==> src/rtl/shreg_tx_pkg.sv <==
// Shared types and sizing helpers for the serial transmit controller.
// SHREG_TX_PARITY_EN adds one even-parity bit to every frame.
package shreg_tx_pkg;

  typedef enum logic [1:0] {
    ST_IDLE  = 2'd0,
    ST_SHIFT = 2'd1,
    ST_GAP   = 2'd2
  } state_t;

`ifdef SHREG_TX_PARITY_EN
  localparam int PARITY_BITS = 1;
`else
  localparam int PARITY_BITS = 0;
`endif

  function automatic int frame_len(input int width);
    return width + PARITY_BITS;
  endfunction

  // Wide enough for the bit count of the longest frame and for the gap count.
  function automatic int cnt_width(input int width, input int gap);
    int m;
    m = (width + 1 > gap) ? width + 1 : gap;
    return $clog2(m + 1);
  endfunction

endpackage

==> src/rtl/shreg_tx_ctrl_core.sv <==
// WIDTH-bit parallel-load / shift-left register; shift wins over load.
module shreg_core
  import shreg_tx_pkg::*;
#(
  parameter int WIDTH = 4
) (
  input  logic             clk,
  input  logic             rstn,
  input  logic             i_load,
  input  logic             i_shift,
  input  logic [WIDTH-1:0] i_pdata,
  input  logic             i_sin,
  output logic             o_msb
);

  logic [WIDTH-1:0] r_data;

  always_ff @(posedge clk or negedge rstn) begin
    if (!rstn) begin
      r_data <= '0;
    end else if (i_shift) begin
      r_data <= {r_data[WIDTH-2:0], i_sin};
    end else if (i_load) begin
      r_data <= i_pdata;
    end else begin
      r_data <= r_data;
    end
  end

  assign o_msb = r_data[WIDTH-1];

endmodule

==> src/rtl/shreg_tx_ctrl.sv <==
// Serialises WIDTH-bit words MSB-first with valid/last framing and GAP idle cycles.
// SHREG_TX_PARITY_EN appends an even-parity bit as the last frame bit.
module shreg_tx_ctrl
  import shreg_tx_pkg::*;
#(
  parameter int WIDTH = 4,
  parameter int GAP   = 0
) (
  input  logic             clk,
  input  logic             rstn,
  input  logic             i_in_valid,
  input  logic [WIDTH-1:0] i_in_data,
  output logic             o_in_ready,
  input  logic             i_hold,
  output logic             o_ser_out,
  output logic             o_ser_valid,
  output logic             o_ser_last,
  output logic             o_busy
);

  localparam int FLEN = frame_len(WIDTH);
  localparam int CW   = cnt_width(WIDTH, GAP);
  localparam logic [CW-1:0] LAST_CNT = CW'(FLEN - 1);
  localparam logic [CW-1:0] GAP_END  = CW'(GAP - 1);

  state_t          r_state;
  state_t          w_state_nxt;
  logic [CW-1:0]   r_cnt;
  logic [CW-1:0]   w_cnt_nxt;
  logic            w_load;
  logic            w_shift;
  logic            w_sin;
  logic            w_msb;
  logic            w_last;

  always_ff @(posedge clk or negedge rstn) begin
    if (!rstn) begin
      r_state <= ST_IDLE;
      r_cnt   <= '0;
    end else begin
      r_state <= w_state_nxt;
      r_cnt   <= w_cnt_nxt;
    end
  end

`ifdef SHREG_TX_PARITY_EN
  logic r_parity;

  always_ff @(posedge clk or negedge rstn) begin
    if (!rstn) begin
      r_parity <= 1'b0;
    end else if (w_load) begin
      r_parity <= ^i_in_data;
    end else begin
      r_parity <= r_parity;
    end
  end

  // Parity enters the LSB on the first shift and reaches the MSB right after the data bits.
  assign w_sin = r_parity & (r_cnt == '0);
`else
  assign w_sin = 1'b0;
`endif

  assign w_last = (r_cnt == LAST_CNT);

  always_comb begin
    w_state_nxt = r_state;
    w_cnt_nxt   = r_cnt;
    w_load      = 1'b0;
    w_shift     = 1'b0;
    case (r_state)
      ST_IDLE: begin
        if (i_in_valid) begin
          w_load      = 1'b1;
          w_cnt_nxt   = '0;
          w_state_nxt = ST_SHIFT;
        end else begin
          w_cnt_nxt = '0;
        end
      end
      ST_SHIFT: begin
        if (!i_hold) begin
          w_shift = 1'b1;
          if (w_last) begin
            w_cnt_nxt   = '0;
            w_state_nxt = (GAP > 0) ? ST_GAP : ST_IDLE;
          end else begin
            w_cnt_nxt = r_cnt + CW'(1);
          end
        end else begin
          w_shift = 1'b0;
        end
      end
      ST_GAP: begin
        if (r_cnt == GAP_END) begin
          w_cnt_nxt   = '0;
          w_state_nxt = ST_IDLE;
        end else begin
          w_cnt_nxt = r_cnt + CW'(1);
        end
      end
      default: begin
        w_cnt_nxt   = '0;
        w_state_nxt = ST_IDLE;
      end
    endcase
  end

  shreg_core #(.WIDTH(WIDTH)) u_core (
    .clk     (clk),
    .rstn    (rstn),
    .i_load  (w_load),
    .i_shift (w_shift),
    .i_pdata (i_in_data),
    .i_sin   (w_sin),
    .o_msb   (w_msb)
  );

  assign o_in_ready  = (r_state == ST_IDLE);
  assign o_busy      = (r_state != ST_IDLE);
  assign o_ser_valid = (r_state == ST_SHIFT) && !i_hold;
  assign o_ser_last  = o_ser_valid && w_last;
  assign o_ser_out   = w_msb;

endmodule

==> config.mk <==
export PLATFORM = sky130hd
export DESIGN_NAME = shreg_tx_ctrl
export DESIGN_NICKNAME = d
export VERILOG_FILES = /design/src/rtl/shreg_tx_pkg.sv /design/src/rtl/shreg_tx_ctrl_core.sv /design/src/rtl/shreg_tx_ctrl.sv
export SDC_FILE = /design/constraint.sdc
export NUM_CORES = 1
export LEC_CHECK = 0
export CORE_AREA = 2 2 39 41
export CTS_BUF_LIST = sky130_fd_sc_hd__clkbuf_4
export CTS_CLUSTER_DIAMETER = 30
export DETAILED_ROUTE_END_ITERATION = 16
export DIE_AREA = 0 0 41 43
export GPL_ROUTABILITY_DRIVEN = 0
export PLACE_DENSITY_LB_ADDON = 0.3
export SETUP_SLACK_MARGIN = 0.2
export SLEW_MARGIN = 20
export SYNTH_ARGS = -nofsm -noshare
export SYNTH_HDL_FRONTEND = slang
export SYNTH_HIERARCHICAL = 1
export SYNTH_SLANG_ARGS = --single-unit
==> constraint.sdc <==
create_clock -name clk -period 3.15 [get_ports clk]
set_input_delay 0.63 -clock clk [delete_from_list [all_inputs] [get_ports clk]]
set_output_delay 0.63 -clock clk [all_outputs]
set_load 0.01 [all_outputs]
* After elaboration in Yosys (flattened, before gate mapping) *
Index checks and enable logic that the tools add are counted.
Widths: inputs -> output; s select.

word-level totals
  bits in registers = 9
  input port bits = 8

operators by class
  add/sub/neg operators = 1
  equal/unequal tests = 8
  mux-type cells = 15
  reductions and logical operators = 7

operators with widths
  cell                 count
  $mux 3               3
  $mux 2               4
  $mux 4               2
  $ne 2x2->1 const B   4
  $pmux 2 s3           1
  $pmux 3 s2           1
  $mux 1               4
  $reduce_and 4->1     1
  $reduce_bool 2->1    2
  $add 3x1->3 const B  1
  $eq 3x2->1 const B   1
  $eq 3x3->1 const B   1
  $eq 2x1->1 const B   1
  $eq 2x2->1 const B   1
  $logic_and 1x1->1    2
  $logic_not 2->1      1
  $logic_not 1->1      1

* Longest topological paths before layout *
Gate-level depths: netlist of the first run.

  depth after elaboration = 4
  gate-level depth with buffers = 4

* Modules after synthesis *
Netlist of the first run, hierarchy kept.

by module, submodules not included
  module         times used  cells an instance  area each (um^2)  seq. area each (um^2)
  shreg_tx_ctrl  1           20                 206.4             100.1
  shreg_core     1           17                 186.4             100.1

* Worst setup path before layout of the first run *
OpenSTA, ideal clock, no wires.

  path type = in2out
  start = input i_hold
  end = output o_ser_valid
  arrival = 1.023 ns
  required time = 2.520 ns
  setup slack = 1.497 ns
  stages on the path = 1
  path buffers = 0
  cells stage by stage = nor2_1

on the way
  word-level cells in the longest chain between the ends = 2

ends and longest elaborated chain
  what                RTL line              RTL
  start: declaration  shreg_tx_ctrl.sv:14   input logic i_hold,
  $logic_not 1->1     shreg_tx_ctrl.sv:122  assign o_ser_valid = (r_state == ST_SHIFT) && !i_hold;
  $logic_and 1x1->1   shreg_tx_ctrl.sv:122
  end: declaration    shreg_tx_ctrl.sv:16   output logic o_ser_valid,

No other way between the ends.

* Final worst setup path of the first run *
  start = input i_hold
  end = output o_ser_last

on the way
  word-level cells in the longest chain between the ends = 3

ends and longest elaborated chain
  what               RTL line              RTL
  $logic_not 1->1    shreg_tx_ctrl.sv:122
  $logic_and 1x1->1  shreg_tx_ctrl.sv:122
  $logic_and 1x1->1  shreg_tx_ctrl.sv:123  assign o_ser_last = o_ser_valid && w_last;
  end: declaration   shreg_tx_ctrl.sv:17   output logic o_ser_last,

No other way between the ends.

==> impl_summary.txt, run 1 <==
----------------------------------------------------
[Run status]
  Outcome ... finished clean

[Detailed routing]
  Via-to-Cell Ratio ... 4.37
  Wire length after detailed routing ... 733 um
  Final routed DRC violation total ... 0
  Number of search-and-repair iterations in the first detailed-routing pass ... 2
  Via total after detailed routing ... 297
  Final ANT Viol Nets ... 0
  Iteration-0 DRC Markers ... 1
  Avg WL per Cell ... between 10 and 15 um

[Clock tree]
  Clock sinks ... 8
  CTS HTree Levels ... 1
  Root buffer cell ... sky130_fd_sc_hd__clkbuf_4
  Clock transition time at the flip-flop clock pins of the worst setup and hold paths ... ~0.050 ns
  Clock buffers created by TritonCTS ... 3
  Hold-fix buffer count after cts ... 0
  Buffers inserted by post-CTS timing repair ... 0
  Insertion delay of the later-clocked pin in the worst-skew pair ... around 0.25 ns
  Clock tree from TritonCTS ... done
  Clock buffer depth ... 2
  Post_cts resized ... 0

[Logic synthesis]
  Syn Area/Cell ... 10.6 sq um
  Compound-gate portion of the synthesized area ... 0.102
  Net count after synthesis ... 46
  Post-synthesis mux area share ... 0.127
  Dominant cells by area after synthesis ... sky130_fd_sc_hd__dfrtp_1 51%, sky130_fd_sc_hd__mux2i_1 13%, sky130_fd_sc_hd__nor4_4 5.4%, sky130_fd_sc_hd__o21ai_1 5.1%, sky130_fd_sc_hd__nand2_1 4.8%
  Syn. warnings ... 6
  Share of the synthesized area in the top cell type ... 0.510
  Main combinational cell family by area after synthesis ... simple AND/OR/NAND/NOR gates
  Largest area contributor in the synthesized netlist ... sky130_fd_sc_hd__dfrtp_1
  Distinct cells, synth ... 15
  Total of flip-flops plus latches after synthesis ... 8
  Post-synthesis share of cell area spent on xor and xnor gates ... 0
  Sequential fraction of the synthesis area ... 0.510
  Fraction of the mapped netlist area in adder cells ... 0.0318
  Simple-gate portion of the synthesized area ... 0.172
  Synth Instances ... 37
  Summed instance area of the synthesized netlist ... 393 sq um

[Setup path]
  Depth of the most critical reg-to-reg path ... 3
  End point of the critical path ... o_ser_last
  Critical path start-end classification ... input port to output port
  Kind of end point of the critical path ... output port
  Worst endpoint required time ... 2.52 ns
  Crit path launch type ... input port
  Critical path startpoint ... i_hold
  Dominant cell type by count on the critical path ... sky130_fd_sc_hd__clkdlybuf4s50_1
  Worst-path fanout max ... 6
  Endpoint of the worst-slack reg-to-reg timing path ... u_core/r_data[0]
  Sequence of cells on the critical path ... clkdlybuf4s50_1 > nor4_4 > clkdlybuf4s50_1
  Worst stage delay on the critical path ... 0.57 ns
  Slowest stage cell on the critical path ... sky130_fd_sc_hd__clkdlybuf4s50_1
  Setup slack of the worst register-to-register path ... 2.03 ns
  Data arrival time of the worst path ... 2.06 ns
  Source of the worst register-to-register timing path ... r_state[0]

[GRT]
  Number of antenna violations at the first check in global routing ... 0
  Maximum number of pins on one net before global-route repair ... 9
  Number of global-route vias before repair ... 295
  Wire length of the first global-routing pass ... 1.20 mm
  Overflow left after global routing ... 0
  Aggregate global-route resource usage ... 0.107

[Placement]
  Quantity of I/O buffers inserted on ports ... 12
  Number of instances in the placed design ... 65
  Final HPWL from detailed placement ... 581 um

[Floorplan]
  Num rows ... 14
  Die area ... approximately 0.0018 sq mm
  Placeable core region ... 0.00138 sq mm
  Initial Util ... 0.284
  Die span in x ... 41 um
  Top Ports ... 13
  Vert. Die Dim ... 43 um

[Pwr]
  PwrDens ... 729 mW/mm^2
  Worst VDD drop ... approximately 210 uV
  Static leakage ... approximately 0.24 nW
  Total Power ... ~0.40 mW

[Timing]
  Setup TNS after final layout ... 0 ns
  Min cycle time layout ... 2.69 ns
  Period Utilization, post-route ... 0.854
  Unrepaired setup endpoints after global routing ... false
  Final slew viol count ... 0
  Count of endpoints failing setup in the final report ... 0
  Count of endpoints failing hold in the final timing report ... 0
  Maximum frequency from static timing analysis ... 0.372 GHz
  Clock Skews ... about 0.00028 ns

[Layout]
  Count of placed standard cells in the final layout, fillers left out ... 68
  Most common cell after layout, fill and taps aside ... sky130_fd_sc_hd__clkdlybuf4s50_1
  Commonest cells after routing, fill and taps aside ... 12 x sky130_fd_sc_hd__clkdlybuf4s50_1, 8 x sky130_fd_sc_hd__dfrtp_1, 5 x sky130_fd_sc_hd__nor2_1, 5 x sky130_fd_sc_hd__mux2i_1, 5 x sky130_fd_sc_hd__nand2_1
  Layout-stage area growth over the synthesis result ... 40.4%
  Nets ... 63
  Post-layout utilization of the core ... 0.399
  Fraction of final layout cells sized beyond drive strength 1 ... 0.135
  Count of inserted antenna diode cells ... 0

[Min path]
  Worst hold-check path type ... flip-flop to flip-flop

[Run]
  Max-cap violations ... 0

----------------------------------------------------
==> flip-flops by register name, indices dropped and copies added, names as in the netlist <==
register,cells
r_cnt,3
r_state,1
u_core/r_data,4
==> metal layers <==
| layer | up-vias | share of wire | global-route usage |
|---|---|---|---|
| li1 | 154 | - | - |
| met1 | 133 | 0.43 | 0.108 |
| met2 | 8 | 0.50 | 0.163 |
| met3 | 2 | 0.044 | 0.0314 |
| met4 | 0 | 0.026 | 0.100 |
| met5 | - | 0 | 0 |
==> how the worst min path moves through the flow <==
stage	from	cells past startpoint	slack, ns	end
CTS	u_core/r_data[1]	2	0.49	u_core/r_data[2]
floorplan	rstn	0	0.33	r_cnt[0]
global placement	u_core/r_data[1]	2	0.46	u_core/r_data[2]
global route	u_core/r_data[1]	2	0.53	u_core/r_data[2]
detailed placement	u_core/r_data[1]	2	0.47	u_core/r_data[2]
finish	u_core/r_data[1]	2	0.49	u_core/r_data[2]
==> cell type report <==
type	instances	area, sq um
Fill cell	159	832
Inverter	2	7.51
Clock buffer	3	22.5
Timing Repair Buffer	13	128
Multi-Input combinational cell	26	174
Sequential cell	8	200
Tap cell	16	20.0
==> cells by family after synthesis <==
logic type | Yosys count
other | 1
DFF | 8
AOI/OAI and AO/OA | 7
buffers and inverters | 3
adders and majority gates | 1
and+or+nand+nor | 12
muxes | 5
==> power by group <==
part	leakage [nW]	switching (mW)	internal, mW
sequential	0.0983	0.0250	0.142
combinational	0.129	0.0745	0.0844
clock	0.0138	0.0332	0.0435
==> worst max-delay path: cells and delay by family <==
kind                   cells  cell delay [ns]
AND/OR/NAND/NOR            1             0.31
buffers and inverters      2             1.12
==> synth_stat cells <==
master and number:
sky130_fd_sc_hd__dfrtp_1 8, sky130_fd_sc_hd__o211a_1 1, sky130_fd_sc_hd__and2b_2 1, sky130_fd_sc_hd__inv_2 1
sky130_fd_sc_hd__o21ai_0 1, sky130_fd_sc_hd__ha_1 1, sky130_fd_sc_hd__a21oi_1 1, sky130_fd_sc_hd__nand2_1 5
sky130_fd_sc_hd__o21ai_1 4, sky130_fd_sc_hd__conb_1 1, sky130_fd_sc_hd__inv_1 1, sky130_fd_sc_hd__nor4_4 1
sky130_fd_sc_hd__mux2i_1 5, sky130_fd_sc_hd__nor2_1 5, sky130_fd_sc_hd__buf_6 1
==> through the flow <==
step | worst slack, ns | area (sq um) | hold WS, ns
6_report | 0.460 | 552 | 0.488
4_1_cts | 0.455 | 552 | 0.486
3_5_place_dp | 0.455 | 529 | 0.472
2_1_floorplan | 1.50 | 393 | 0.334
3_3_place_gp | 0.475 | 529 | 0.463
5_1_grt | 0.410 | 552 | 0.531
Note: power is estimated with default switching activity, not from simulation.
==> inputs of run 2 (changes only) <==
--- a/config.mk
+++ b/config.mk
@@ -5,12 +5,16 @@
 export SDC_FILE = /design/constraint.sdc
 export NUM_CORES = 1
 export LEC_CHECK = 0
+export CAP_MARGIN = 20
+export CELL_PAD_IN_SITES_DETAIL_PLACEMENT = 0
+export CELL_PAD_IN_SITES_GLOBAL_PLACEMENT = 1
 export CORE_AREA = 2 2 39 41
 export CTS_BUF_LIST = sky130_fd_sc_hd__clkbuf_4
 export CTS_CLUSTER_DIAMETER = 30
 export DETAILED_ROUTE_END_ITERATION = 16
 export DIE_AREA = 0 0 41 43
 export GPL_ROUTABILITY_DRIVEN = 0
+export MAX_ROUTING_LAYER = met4
 export PLACE_DENSITY_LB_ADDON = 0.3
 export SETUP_SLACK_MARGIN = 0.2
 export SLEW_MARGIN = 20
==> run 2 against run 1 <==
Effect of this change: largest cell class unchanged; clock skew grew 0.0042 ns; clock power shrank 2%; critical path depth is the same; global-route usage is essentially flat; routed wire length shrank 9.8%; die area is the same; non-clock buffer count is the same; utilization is the same; combinational power is essentially flat; cell area is the same.
==> impl_summary.txt, run 2 (synthesis results as in run 1) <==
----------------------------------------------------
[Placement]
  Number of instances in the placed design ... 65 (unchanged)
  Quantity of I/O buffers inserted on ports ... 12 (unchanged)
  Placed cell area ... 529 sq um (unchanged)
  DP Worst Slack ... 0.453 ns (-0.00206 ns)
  Final HPWL from detailed placement ... 534 um (-8.2%)

[Clock tree]
  Clock buffer depth ... 2 (unchanged)
  Clock tree from TritonCTS ... done
  Insertion delay of the later-clocked pin in the worst-skew pair ... 0.25 ns (about the same)
  Clock sinks ... 8 (unchanged)
  Clock buffers created by TritonCTS ... 3 (unchanged)
  Root buffer cell ... sky130_fd_sc_hd__clkbuf_4
  Hold-fix buffer count after cts ... 0 (unchanged)
  Post_cts resized ... 0 (unchanged)
  CTS HTree Levels ... 1 (unchanged)
  Buffers inserted by post-CTS timing repair ... 0 (unchanged)
  Clock transition time at the flip-flop clock pins of the worst setup and hold paths ... 0.05 ns (about the same)

[Timing]
  Period Utilization, post-route ... 0.855 (+0.00105)
  Final slew viol count ... 0 (unchanged)
  Worst hold slack across all endpoints ... 0.489 ns (+0.000367 ns)
  Clock Skews ... 0.00444 ns (+0.00416 ns)
  Min cycle time layout ... 2.69 ns (+0.00330 ns)
  Unrepaired setup endpoints after global routing ... false
  Setup TNS after final layout ... 0 ns (unchanged)
  Count of endpoints failing hold in the final timing report ... 0 (unchanged)
  Final setup slack of the worst path ... 0.457 ns (-0.00330 ns)
  Count of endpoints failing setup in the final report ... 0 (unchanged)
  Maximum frequency from static timing analysis ... 0.371 GHz (-0.12%)

[Setup path]
  Slowest stage cell on the critical path ... sky130_fd_sc_hd__clkdlybuf4s50_1
  Sequence of cells on the critical path ... clkdlybuf4s50_1 > nor4_4 > clkdlybuf4s50_1
  Depth of the most critical reg-to-reg path ... 3 (unchanged)
  Kind of end point of the critical path ... output port
  Endpoint of the worst-slack reg-to-reg timing path ... u_core/r_data[2]
  Sum of buffers and inverters on the critical path ... 2 (unchanged)
  Worst stage delay on the critical path ... 0.58 ns (about the same)
  Worst-path fanout max ... 6 (unchanged)
  Source of the worst register-to-register timing path ... r_state[0]
  Dominant cell type by count on the critical path ... sky130_fd_sc_hd__clkdlybuf4s50_1
  Data arrival time of the worst path ... 2.06 ns (about the same)
  Worst endpoint required time ... 2.52 ns (about the same)
  Setup slack of the worst register-to-register path ... 2.03 ns (about the same)
  Crit path launch type ... input port
  Dominant delay contributor by cell family on the critical path ... buffers and inverters
  Critical path start-end classification ... input port to output port

[Detailed routing]
  Via total after detailed routing ... 300 (+1.0%)
  Avg WL per Cell ... 9.72 um (-9.8%)
  Iteration-0 DRC Markers ... 1 (unchanged)
  Final routed DRC violation total ... 0 (unchanged)
  Number of search-and-repair iterations in the first detailed-routing pass ... 2 (unchanged)
  Final ANT Viol Nets ... 0 (unchanged)
  Wire length after detailed routing ... 661 um (-9.8%)
  Via-to-Cell Ratio ... 4.41 (+1.0%)

[GRT]
  Maximum number of pins on one net before global-route repair ... 9 (unchanged)
  Number of antenna violations at the first check in global routing ... 0 (unchanged)
  Number of global-route vias before repair ... 277 (-6.1%)
  Wire length of the first global-routing pass ... 1.19 mm (-1.2%)
  Aggregate global-route resource usage ... 0.107 (+0.000217)
  Overflow left after global routing ... 0 (unchanged)

[Layout]
  Most common cell after layout, fill and taps aside ... sky130_fd_sc_hd__clkdlybuf4s50_1
  Layout-stage area growth over the synthesis result ... 40.4% (unchanged)
  Flip-flop count of the largest register after layout ... 4 (unchanged)
  Top reg by flops ... u_core/r_data
  Number of filler instances in the final layout ... 145 (-8.8%)
  Nets ... 63 (unchanged)
  Fraction of final layout cells sized beyond drive strength 1 ... 0.135 (unchanged)
  Commonest cells after routing, fill and taps aside ... 12 x sky130_fd_sc_hd__clkdlybuf4s50_1, 8 x sky130_fd_sc_hd__dfrtp_1, 5 x sky130_fd_sc_hd__nor2_1, 5 x sky130_fd_sc_hd__mux2i_1, 5 x sky130_fd_sc_hd__nand2_1
  Count of inserted antenna diode cells ... 0 (unchanged)
  Leading registers by flop count ... u_core/r_data (4), r_cnt (3), r_state (1)
  Count of placed standard cells in the final layout, fillers left out ... 68 (unchanged)
  Final std cell area, no fill ... 552 sq um (unchanged)

[Floorplan]
  Num rows ... 14 (unchanged)
  Die span in x ... 41 um (unchanged)
  Top Ports ... 13 (unchanged)
  Die area ... 0.00176 sq mm (unchanged)
  Initial Util ... 0.284 (unchanged)
  Vert. Die Dim ... 43 um (unchanged)
  Placeable core region ... 0.00138 sq mm (unchanged)

[Min path]
  Launch point of the worst hold path ... u_core/r_data[0]
  Worst hold-check path type ... flip-flop to flip-flop
  WHS Path Cells ... 2 (unchanged)
  Hold EP ... u_core/r_data[1]

[Run status]
  Outcome ... finished clean

[Pwr]
  Static leakage ... 0.241 nW (unchanged)
  PwrDens ... 722 mW/mm^2 (-0.94%)
  Worst VDD drop ... 362 uV (+73%)

[Run]
  Max-cap violations ... 0 (unchanged)

----------------------------------------------------
==> run 2: cell counts in the layout (fill, tap and decap cells not counted) <==
Identical to the previous run, type by type.
==> run 2: metrics by stage <==
step | power [mW] | util
finish | 0.398 | 0.399
global route | 0.437 | 0.399
CTS | 0.407 | 0.399
detailed placement | 0.330 | 0.382
global placement | 0.328 | 0.382
floorplan | 0.262 | -
==> run 2: how the worst max path moves through the flow <==
stage / cells past startpoint / startpoint / end
CTS: 3 / i_hold / o_ser_last
floorplan: 1 / i_hold / o_ser_valid
detailed placement: 3 / i_hold / o_ser_last
global placement: 3 / i_hold / o_ser_last
global route: 3 / i_hold / o_ser_last
finish: 3 / i_hold / o_ser_last
==> run 2: final cells by class <==
class / count / area, sq um / area share
clock buffer: 3 / 22.5 / 0.0408
inverter: 2 / 7.51 / 0.0136
multi-input combinational: 26 / 174 / 0.315
sequential: 8 / 200 / 0.363
tap: 16 / 20.0 / 0.0363
timing repair buffer: 13 / 128 / 0.231
==> run 2: report_power, final <==
group / switching, mW / internal [mW] / leakage [nW]
Sequential: 0.0234 / 0.142 / 0.0983
Clock: 0.0314 / 0.0434 / 0.0138
Combinational: 0.0740 / 0.0846 / 0.129
==> run 2: per-layer routing <==
layer	wire length [um]	GRT usage
met1	333	0.160
met2	274	0.106
met3	44	0.0628
met4	8	0.0600
met5	0	-
==> run 2: worst register-to-register path: stages, from the launching register on <==
cell and delay [ns]:
sky130_fd_sc_hd__dfrtp_1 0.42, sky130_fd_sc_hd__and2b_2 0.31, sky130_fd_sc_hd__mux2i_1 0.20, sky130_fd_sc_hd__o21ai_1 0.08
